**config.mk**
```make
export PLATFORM = sky130hd
export DESIGN_NAME = shift_stream_ctrl_flat
export DESIGN_NICKNAME = d
export VERILOG_FILES = /design/src/rtl/shift_stream_if.sv /design/src/rtl/shift_stream_ctrl.sv /design/src/flat_wrapper.sv
export SDC_FILE = /design/constraint.sdc
export NUM_CORES = 1
export LEC_CHECK = 0
export CAP_MARGIN = 15
export CELL_PAD_IN_SITES_DETAIL_PLACEMENT = 1
export CELL_PAD_IN_SITES_GLOBAL_PLACEMENT = 1
export CORE_AREA = 2 2 220 222
export CTS_CLUSTER_DIAMETER = 50
export DETAILED_ROUTE_END_ITERATION = 7
export DIE_AREA = 0 0 222 224
export GPL_TIMING_DRIVEN = 0
export HOLD_SLACK_MARGIN = 0.03
export PLACE_DENSITY_LB_ADDON = 0.1
export SLEW_MARGIN = 20
export SYNTH_ARGS = -nofsm -noshare
export SYNTH_HDL_FRONTEND = slang
export SYNTH_SLANG_ARGS = --single-unit
```
**constraint.sdc**
```tcl
create_clock -name clk -period 1.67 [get_ports clk]
set_clock_uncertainty 0.1 [all_clocks]
set_input_delay 0.334 -clock clk [delete_from_list [all_inputs] [get_ports clk]]
set_output_delay 0.334 -clock clk [all_outputs]
set_load 0.005 [all_outputs]
```
**src/rtl/shift_stream_if.sv**
```systemverilog
// Bundles the pixel stream, preload, window handshake and shift-register control
// signals of shift_stream_ctrl.
interface shift_stream_if #(
  parameter int unsigned WIDTH = 16,
  parameter int unsigned DEPTH = 16,
  parameter int unsigned CNT_W = $clog2(DEPTH + 1)
);
  logic                   s_valid;
  logic                   s_ready;
  logic [WIDTH-1:0]       s_data;
  logic                   s_last;
  logic                   flush;
  logic                   pre_valid;
  logic                   pre_ready;
  logic [WIDTH*DEPTH-1:0] pre_data;
  logic                   sr_load;
  logic                   sr_shift;
  logic [WIDTH-1:0]       sr_serial_in;
  logic [WIDTH*DEPTH-1:0] sr_parallel_in;
  logic                   win_valid;
  logic                   win_ready;
  logic                   win_last;
  logic [CNT_W-1:0]       fill_count;

  modport master (
    output s_valid, s_data, s_last, flush, pre_valid, pre_data, win_ready,
    input  s_ready, pre_ready, sr_load, sr_shift, sr_serial_in, sr_parallel_in,
    input  win_valid, win_last, fill_count
  );

  modport slave (
    input  s_valid, s_data, s_last, flush, pre_valid, pre_data, win_ready,
    output s_ready, pre_ready, sr_load, sr_shift, sr_serial_in, sr_parallel_in,
    output win_valid, win_last, fill_count
  );
endinterface

```
**src/rtl/shift_stream_ctrl.sv**
```systemverilog
// Feeder for a WIDTH x DEPTH pixel shift register: accepts a pixel stream and preloads,
// tracks fill level and presents a sliding-window handshake to the tap consumer.
module shift_stream_ctrl #(
  parameter int unsigned WIDTH = 16,
  parameter int unsigned DEPTH = 16,
  parameter int unsigned CNT_W = $clog2(DEPTH + 1)
) (
  input logic           clk,
  input logic           reset,
  shift_stream_if.slave bus
);

  localparam logic [CNT_W-1:0] FullCnt = CNT_W'(DEPTH);

  logic [CNT_W-1:0] fill_q, fill_d, fill_inc;
  logic             win_valid_q, win_valid_d;
  logic             win_last_q, win_last_d;
  logic             free, accept, pre_accept, reached;

  // The consumer samples the taps on the same edge the register updates.
  assign free       = !win_valid_q || bus.win_ready;
  assign pre_accept = bus.pre_valid && bus.pre_ready;
  assign accept     = bus.s_valid && bus.s_ready;
  assign fill_inc   = (fill_q == FullCnt) ? FullCnt : fill_q + 1'b1;
  assign reached    = (fill_inc == FullCnt);

  assign bus.pre_ready      = !reset && !bus.flush && free;
  assign bus.s_ready        = !reset && !bus.flush && !bus.pre_valid && free;
  assign bus.sr_load        = !reset && (bus.flush || pre_accept);
  assign bus.sr_shift       = accept;
  assign bus.sr_serial_in   = accept ? bus.s_data : '0;
  assign bus.sr_parallel_in = pre_accept ? bus.pre_data : '0;
  assign bus.win_valid      = win_valid_q;
  assign bus.win_last       = win_last_q;
  assign bus.fill_count     = fill_q;

  always_comb begin
    fill_d      = fill_q;
    win_valid_d = win_valid_q;
    win_last_d  = win_last_q;
    if (win_valid_q && bus.win_ready) begin
      win_valid_d = 1'b0;
      win_last_d  = 1'b0;
    end
    if (bus.flush) begin
      fill_d      = '0;
      win_valid_d = 1'b0;
      win_last_d  = 1'b0;
    end else if (pre_accept) begin
      fill_d      = FullCnt;
      win_valid_d = 1'b1;
      win_last_d  = 1'b0;
    end else if (accept) begin
      // A line end restarts filling so windows never span two lines.
      fill_d = bus.s_last ? '0 : fill_inc;
      if (reached) begin
        win_valid_d = 1'b1;
        win_last_d  = bus.s_last;
      end
    end
  end

  always_ff @(posedge clk) begin
    if (reset) begin
      fill_q      <= '0;
      win_valid_q <= 1'b0;
      win_last_q  <= 1'b0;
    end else begin
      fill_q      <= fill_d;
      win_valid_q <= win_valid_d;
      win_last_q  <= win_last_d;
    end
  end

endmodule

```
**src/flat_wrapper.sv**
```systemverilog
// flat-port wrapper written by rule: the top's interface ports become plain ports
module shift_stream_ctrl_flat 
#(
  parameter int unsigned WIDTH = 16,
  parameter int unsigned DEPTH = 16,
  parameter int unsigned CNT_W = $clog2(DEPTH + 1)
)
  (clk, reset, bus_s_valid, bus_s_data, bus_s_last, bus_flush, bus_pre_valid, bus_pre_data, bus_win_ready, bus_s_ready, bus_pre_ready, bus_sr_load, bus_sr_shift, bus_sr_serial_in, bus_sr_parallel_in, bus_win_valid, bus_win_last, bus_fill_count);
  shift_stream_if #(.WIDTH(WIDTH), .DEPTH(DEPTH), .CNT_W(CNT_W)) bus_i ();
  input logic clk;
  input logic reset;
  input wire logic [$bits(bus_i.s_valid)-1:0] bus_s_valid;
  input wire logic [$bits(bus_i.s_data)-1:0] bus_s_data;
  input wire logic [$bits(bus_i.s_last)-1:0] bus_s_last;
  input wire logic [$bits(bus_i.flush)-1:0] bus_flush;
  input wire logic [$bits(bus_i.pre_valid)-1:0] bus_pre_valid;
  input wire logic [$bits(bus_i.pre_data)-1:0] bus_pre_data;
  input wire logic [$bits(bus_i.win_ready)-1:0] bus_win_ready;
  output wire logic [$bits(bus_i.s_ready)-1:0] bus_s_ready;
  output wire logic [$bits(bus_i.pre_ready)-1:0] bus_pre_ready;
  output wire logic [$bits(bus_i.sr_load)-1:0] bus_sr_load;
  output wire logic [$bits(bus_i.sr_shift)-1:0] bus_sr_shift;
  output wire logic [$bits(bus_i.sr_serial_in)-1:0] bus_sr_serial_in;
  output wire logic [$bits(bus_i.sr_parallel_in)-1:0] bus_sr_parallel_in;
  output wire logic [$bits(bus_i.win_valid)-1:0] bus_win_valid;
  output wire logic [$bits(bus_i.win_last)-1:0] bus_win_last;
  output wire logic [$bits(bus_i.fill_count)-1:0] bus_fill_count;
  assign bus_i.s_valid = bus_s_valid;
  assign bus_i.s_data = bus_s_data;
  assign bus_i.s_last = bus_s_last;
  assign bus_i.flush = bus_flush;
  assign bus_i.pre_valid = bus_pre_valid;
  assign bus_i.pre_data = bus_pre_data;
  assign bus_i.win_ready = bus_win_ready;
  assign bus_s_ready = bus_i.s_ready;
  assign bus_pre_ready = bus_i.pre_ready;
  assign bus_sr_load = bus_i.sr_load;
  assign bus_sr_shift = bus_i.sr_shift;
  assign bus_sr_serial_in = bus_i.sr_serial_in;
  assign bus_sr_parallel_in = bus_i.sr_parallel_in;
  assign bus_win_valid = bus_i.win_valid;
  assign bus_win_last = bus_i.win_last;
  assign bus_fill_count = bus_i.fill_count;
  shift_stream_ctrl #(.WIDTH(WIDTH), .DEPTH(DEPTH), .CNT_W(CNT_W)) u_core (.clk(clk), .reset(reset), .bus(bus_i));
endmodule
```
---- Word level (Yosys, flattened, before mapping) ----
Index checks and enable logic that the tools add are counted.
word-level totals
  output and inout bits ................... 283
  input bits .............................. 279
  bits in registers ....................... 7
  logic and storage cells ................. 37
operators by class
  equality and inequality tests ........... 2
  reduce and logical (&&, ||, !) cells .... 17
  add/sub/neg operators ................... 1
  multiplexer cells ....................... 13
operators with widths
  operator                                     count
  two-way mux 256 bit                          1
  two-way mux 5 bit                            4
  two-way mux 16 bit                           1
  equality test 5 bit, second input constant   2
  logical AND 1 bit                            8
  two-way mux 1 bit                            7
  adder 5 x 1 -> 5 bit, second input constant  1
  logical NOT 1 bit                            4
  OR reduction 3 bit                           1
  logical OR 1 bit                             2
  nonzero test 2 bit                           1
  OR reduction 2 bit                           1

---- Logic depth before layout (Yosys ltp) ----
  depth after elaboration ................. 7
  gate-level depth with buffers ........... 6
  mapped depth without buffers ............ 6

---- Worst setup path before layout ----
No wires, ideal clock.
  path kind ............................... input -> output
  from .................................... input port bus_win_ready
  to ...................................... output port bus_sr_parallel_in[100]
  buffers on the path ..................... 3
  data arrival time ....................... 1.322 ns
  setup slack ............................. -0.086 ns
  cell stages on the path ................. 6
  required time ........................... 1.236 ns
  cell sequence ........................... nand2b_2 -> and3_2 -> buf_2 -> buf_2 -> clkbuf_1 -> and2_1
on the way
  cells in the longest elaborated chain, start to end .. 4
ends and longest elaborated chain
  element              line                     text
  start, declared      flat_wrapper.sv:18       input wire logic [$bits(bus_i.win_ready)-1:0] bus_win_ready;
  logical OR 1 bit     shift_stream_ctrl.sv:21  assign free = !win_valid_q || bus.win_ready;
  logical AND 1 bit    shift_stream_ctrl.sv:27  assign bus.pre_ready = !reset && !bus.flush && free;
  logical AND 1 bit    shift_stream_ctrl.sv:22  assign pre_accept = bus.pre_valid && bus.pre_ready;
  two-way mux 256 bit  shift_stream_ctrl.sv:32  assign bus.sr_parallel_in = pre_accept ? bus.pre_data : '0;
  end, declared        flat_wrapper.sv:24       output wire logic [$bits(bus_i.sr_parallel_in)-1:0] bus_sr_parallel_in;
Every way passes these cells.

---- Final worst setup path ----
  from .................................... register u_core.win_valid_q, in the netlist u_core.bus.win_valid
  to ...................................... output port bus_sr_parallel_in[243]
on the way
  cells in the longest elaborated chain, start to end .. 5
ends and longest elaborated chain
  element                 line                     text
  start, declared         shift_stream_ctrl.sv:16  logic win_valid_q, win_valid_d;
  start signal, assigned  shift_stream_ctrl.sv:70  win_valid_q <= win_valid_d;
  logical NOT 1 bit       shift_stream_ctrl.sv:21
  logical OR 1 bit        shift_stream_ctrl.sv:21
  logical AND 1 bit       shift_stream_ctrl.sv:27
  logical AND 1 bit       shift_stream_ctrl.sv:22
  two-way mux 256 bit     shift_stream_ctrl.sv:32
Every way passes these cells.

==> key figures <==
Logic synthesis
  – Synthesized area per cell: 6.36 µm²
  – Sequential share of the synthesized area: 0.0605
  – Synth warnings: 0
  – Count leader, synth: and2_1
  – Ys async rst share: 0
  – Most used DFF post-synth: dfxtp_1
  – Area leader, netlist: and2_1
  – Post-Syn Instances: 364
  – Post-Synth Adder-Cell Area: 0.0108
  – Most instantiated cells after synthesis: and2_1, clkbuf_1, dfxtp_1
  – Mapped cell area: 0.00231 mm²
  – Mux share of post-synthesis cell area: 0.00432
  – Compound-Gate Fraction of Synth Area: 0.0351
  – Synthesized net count: 645
  – XOR/XNOR Fraction of Synth Area: 0.00757
  – Largest family of logic cells by synthesized area: simple AND/OR/NAND/NOR gates
  – Synth Area in Simple Gates: 0.816
  – Synth area leaders: and2_1, dfxtp_1, clkbuf_1
  – Yosys top cell area share: 0.735
  – Netlist cell types: 30
  – Post-synth EDFFs: 0
  – #FFs+latches synth: 7

Setup path
  – R2R cell count: 10
  – Crit start category: flop
  – Critical path class: flop to output port
  – Worst path required time: 1.24 ns
  – CP endpoint kind: output port
  – WP data arrival: 1.75 ns
  – Crit-path max FO: 6

Clock tree
  – Clock slew at reported path FFs: 0.04 ns
  – Max clock buf depth: 2
  – Num CTS Buffers: 3
  – TritonCTS clock tree: yes
  – CTS sink count: 7
  – H-tree levels: 1
  – Hold_buf cts: 0
  – CTS Root Cell: clkbuf_16
  – Clock Latency Late Sink: 0.23 ns

Timing
  – Min cycle time layout: 2.19 ns
  – Final Setup Violations: 276
  – Unrepaired setup endpoints after global routing: yes
  – Worst slew pin tran: 0.385 ns
  – Final setup TNS: -100.52 ns
  – Slew HR: 0.742
  – Max frequency: 457 MHz
  – Slew Viols, Final: 0
  – Post-route setup slack: -0.516 ns
  – Final period util: 1.31
  – Final Hold Fails: 0

Route
  – Wire per inst: 17.3 µm
  – Via/cell ratio: 3.06
  – DR pass1 iterations: 4
  – Detail Route Antenna Nets: 0
  – DR iter-0 viols: 99
  – DR vias: 5025
  – Total Wirelength: 28500 µm
  – Residual DRC count: 0

Power and ir drop
  – Final Power: 0.00240 W
  – Power Dens Cells: 215 mW/mm²
  – Peak supply drop: 0.397 mV
  – Leakage Power: 5.10 nW

GRT
  – Initial antenna violation count: 1
  – Pin count of the biggest net entering global routing: 11
  – Global-route wire length before repair: 39200 µm
  – Number of global-route vias before repair: 5437
  – Gr usage total: 0.106
  – Total gr overflow: 0

Floorplanning
  – Initial Utilization: 0.0489
  – Die width: 222 µm
  – I/O Pins: 562
  – Core area: 0.0473 mm²
  – Die ar.: 0.0497 mm²
  – Cell Rows: 80
  – Die Ht: 224 µm

Layout
  – Share of layout cells above drive strength 1: 0.639
  – Area grow syn2layout: 382%
  – Util after Layout: 0.235
  – Final net count: 1309

Placement
  – RePlAce Congestion: 0.761
  – Pre-CTS WS: -1.31 ns
  – IO Port Bufs: 561
  – Post-DP HPWL: 23300 µm

Run status
  – Violated checks: negative setup slack
  – Outcome: finished, violations left

Job
  – MaxCap Viol Count: 0

Worst hold path
  – Hold Crit Class: primary input to flop
  – Hold path depth: 3
critical path, stage by stage (launching register included):
cell,delay (ns)
dfxtp_4,0.35
nand2b_4,0.05
and3_4,0.24
buf_12,0.15
buf_12,0.12
buf_8,0.12
clkbuf_16,0.14
buf_6,0.10
and2_4,0.13
buf_6,0.10
cells by family (layout without fill, tap and decap cells):
group,Yosys count,in the layout
other cells,0,1
flops,7,7
fa+ha+maj,2,2
simple gates,301,301
compound gates,14,14
mux,1,1
buf+inv,37,700
xor+xnor,2,2
sequential cells by signal (all words and copies together) (netlist names):
| name | cells |
|---|---|
| u_core.bus.fill_count | 5 |
| u_core.bus.win_last | 1 |
| u_core.bus.win_valid | 1 |
stage by stage:
stage	instance area [µm²]	std cells	hold WS (ns)
floorplan	2580	364	0.366
global placement	8970	1540	0.367
detailed placement	8970	1540	0.382
CTS	9870	1630	0.336
global route	11100	1642	0.397
finish	11100	1643	0.372
worst paths after layout:
check                                     startpoint                      end  slack [ns]
worst max-delay path            u_core.bus.win_valid  bus_sr_parallel_in[243]       -0.52
worst min-delay path                       bus_flush     u_core.bus.win_valid        0.37
worst max register to register  u_core.bus.win_valid      u_core.bus.win_last       -0.09
worst min register to register   u_core.bus.win_last      u_core.bus.win_last        0.39
layout by cell type (no fill, tap or decap), drive strengths merged:
cell type and count:
buf 386, clkdlybuf4s50 279, and2 272, clkbuf 25, dfxtp 7, nor2 6
nand2 5, a21oi 5, inv 4, nand3 4, o21ai 4, or4 4
xor2 2, a31oi 2, ha 2, dlygate4sd2 2, dlymetal6s2s 2, nand2b 2
and3 2, diode 1, nand4b 1, clkinvlp 1, nor2b 1, or2 1
nor3 1, a211oi 1, nor4bb 1, a21o 1, o2111ai 1, or3 1
mux2i 1, clkdlybuf4s15 1
layer usage:
| layer | share of wire | global-route usage | wire (µm) | vias up |
|---|---|---|---|---|
| li1 | - | - | - | 2428 |
| met5 | 0 | 0 | 0 | - |
| met1 | 0.36 | 0.116 | 10400 | 2356 |
| met2 | 0.57 | 0.215 | 16200 | 233 |
| met4 | 0.0055 | 0.00567 | 156 | 0 |
| met3 | 0.061 | 0.0228 | 1750 | 8 |
repair_timing:
item                                    4_1_cts  5_1_grt
setup buffers                                59       34
gates cloned                                 27        2
pin swaps                                    68      148
endpoints found under the setup margin      286      285
gates resized for setup                    1241      475
cell type report:
class | count | area (µm²)
Inverter | 5 | 22.5
Clock buffer | 4 | 78.8
Multi-Input combinational cell | 320 | 2650
Antenna cell | 1 | 2.50
Tap cell | 615 | 769
Fill cell | 5465 | 36200
Timing Repair Buffer | 670 | 7050
Buffer | 21 | 419
Sequential cell | 7 | 154
power by group:
group	switching (W)	internal (W)	total [W]	leakage, nW
Combinational	0.000498	0.00132	0.00182	5.00
Clock	0.0000965	0.000318	0.000415	0.0382
Sequential	0.00000353	0.000167	0.000170	0.0599
Total	0.000598	0.00180	0.00240	5.10
Note: power is estimated with default switching activity, not from simulation.
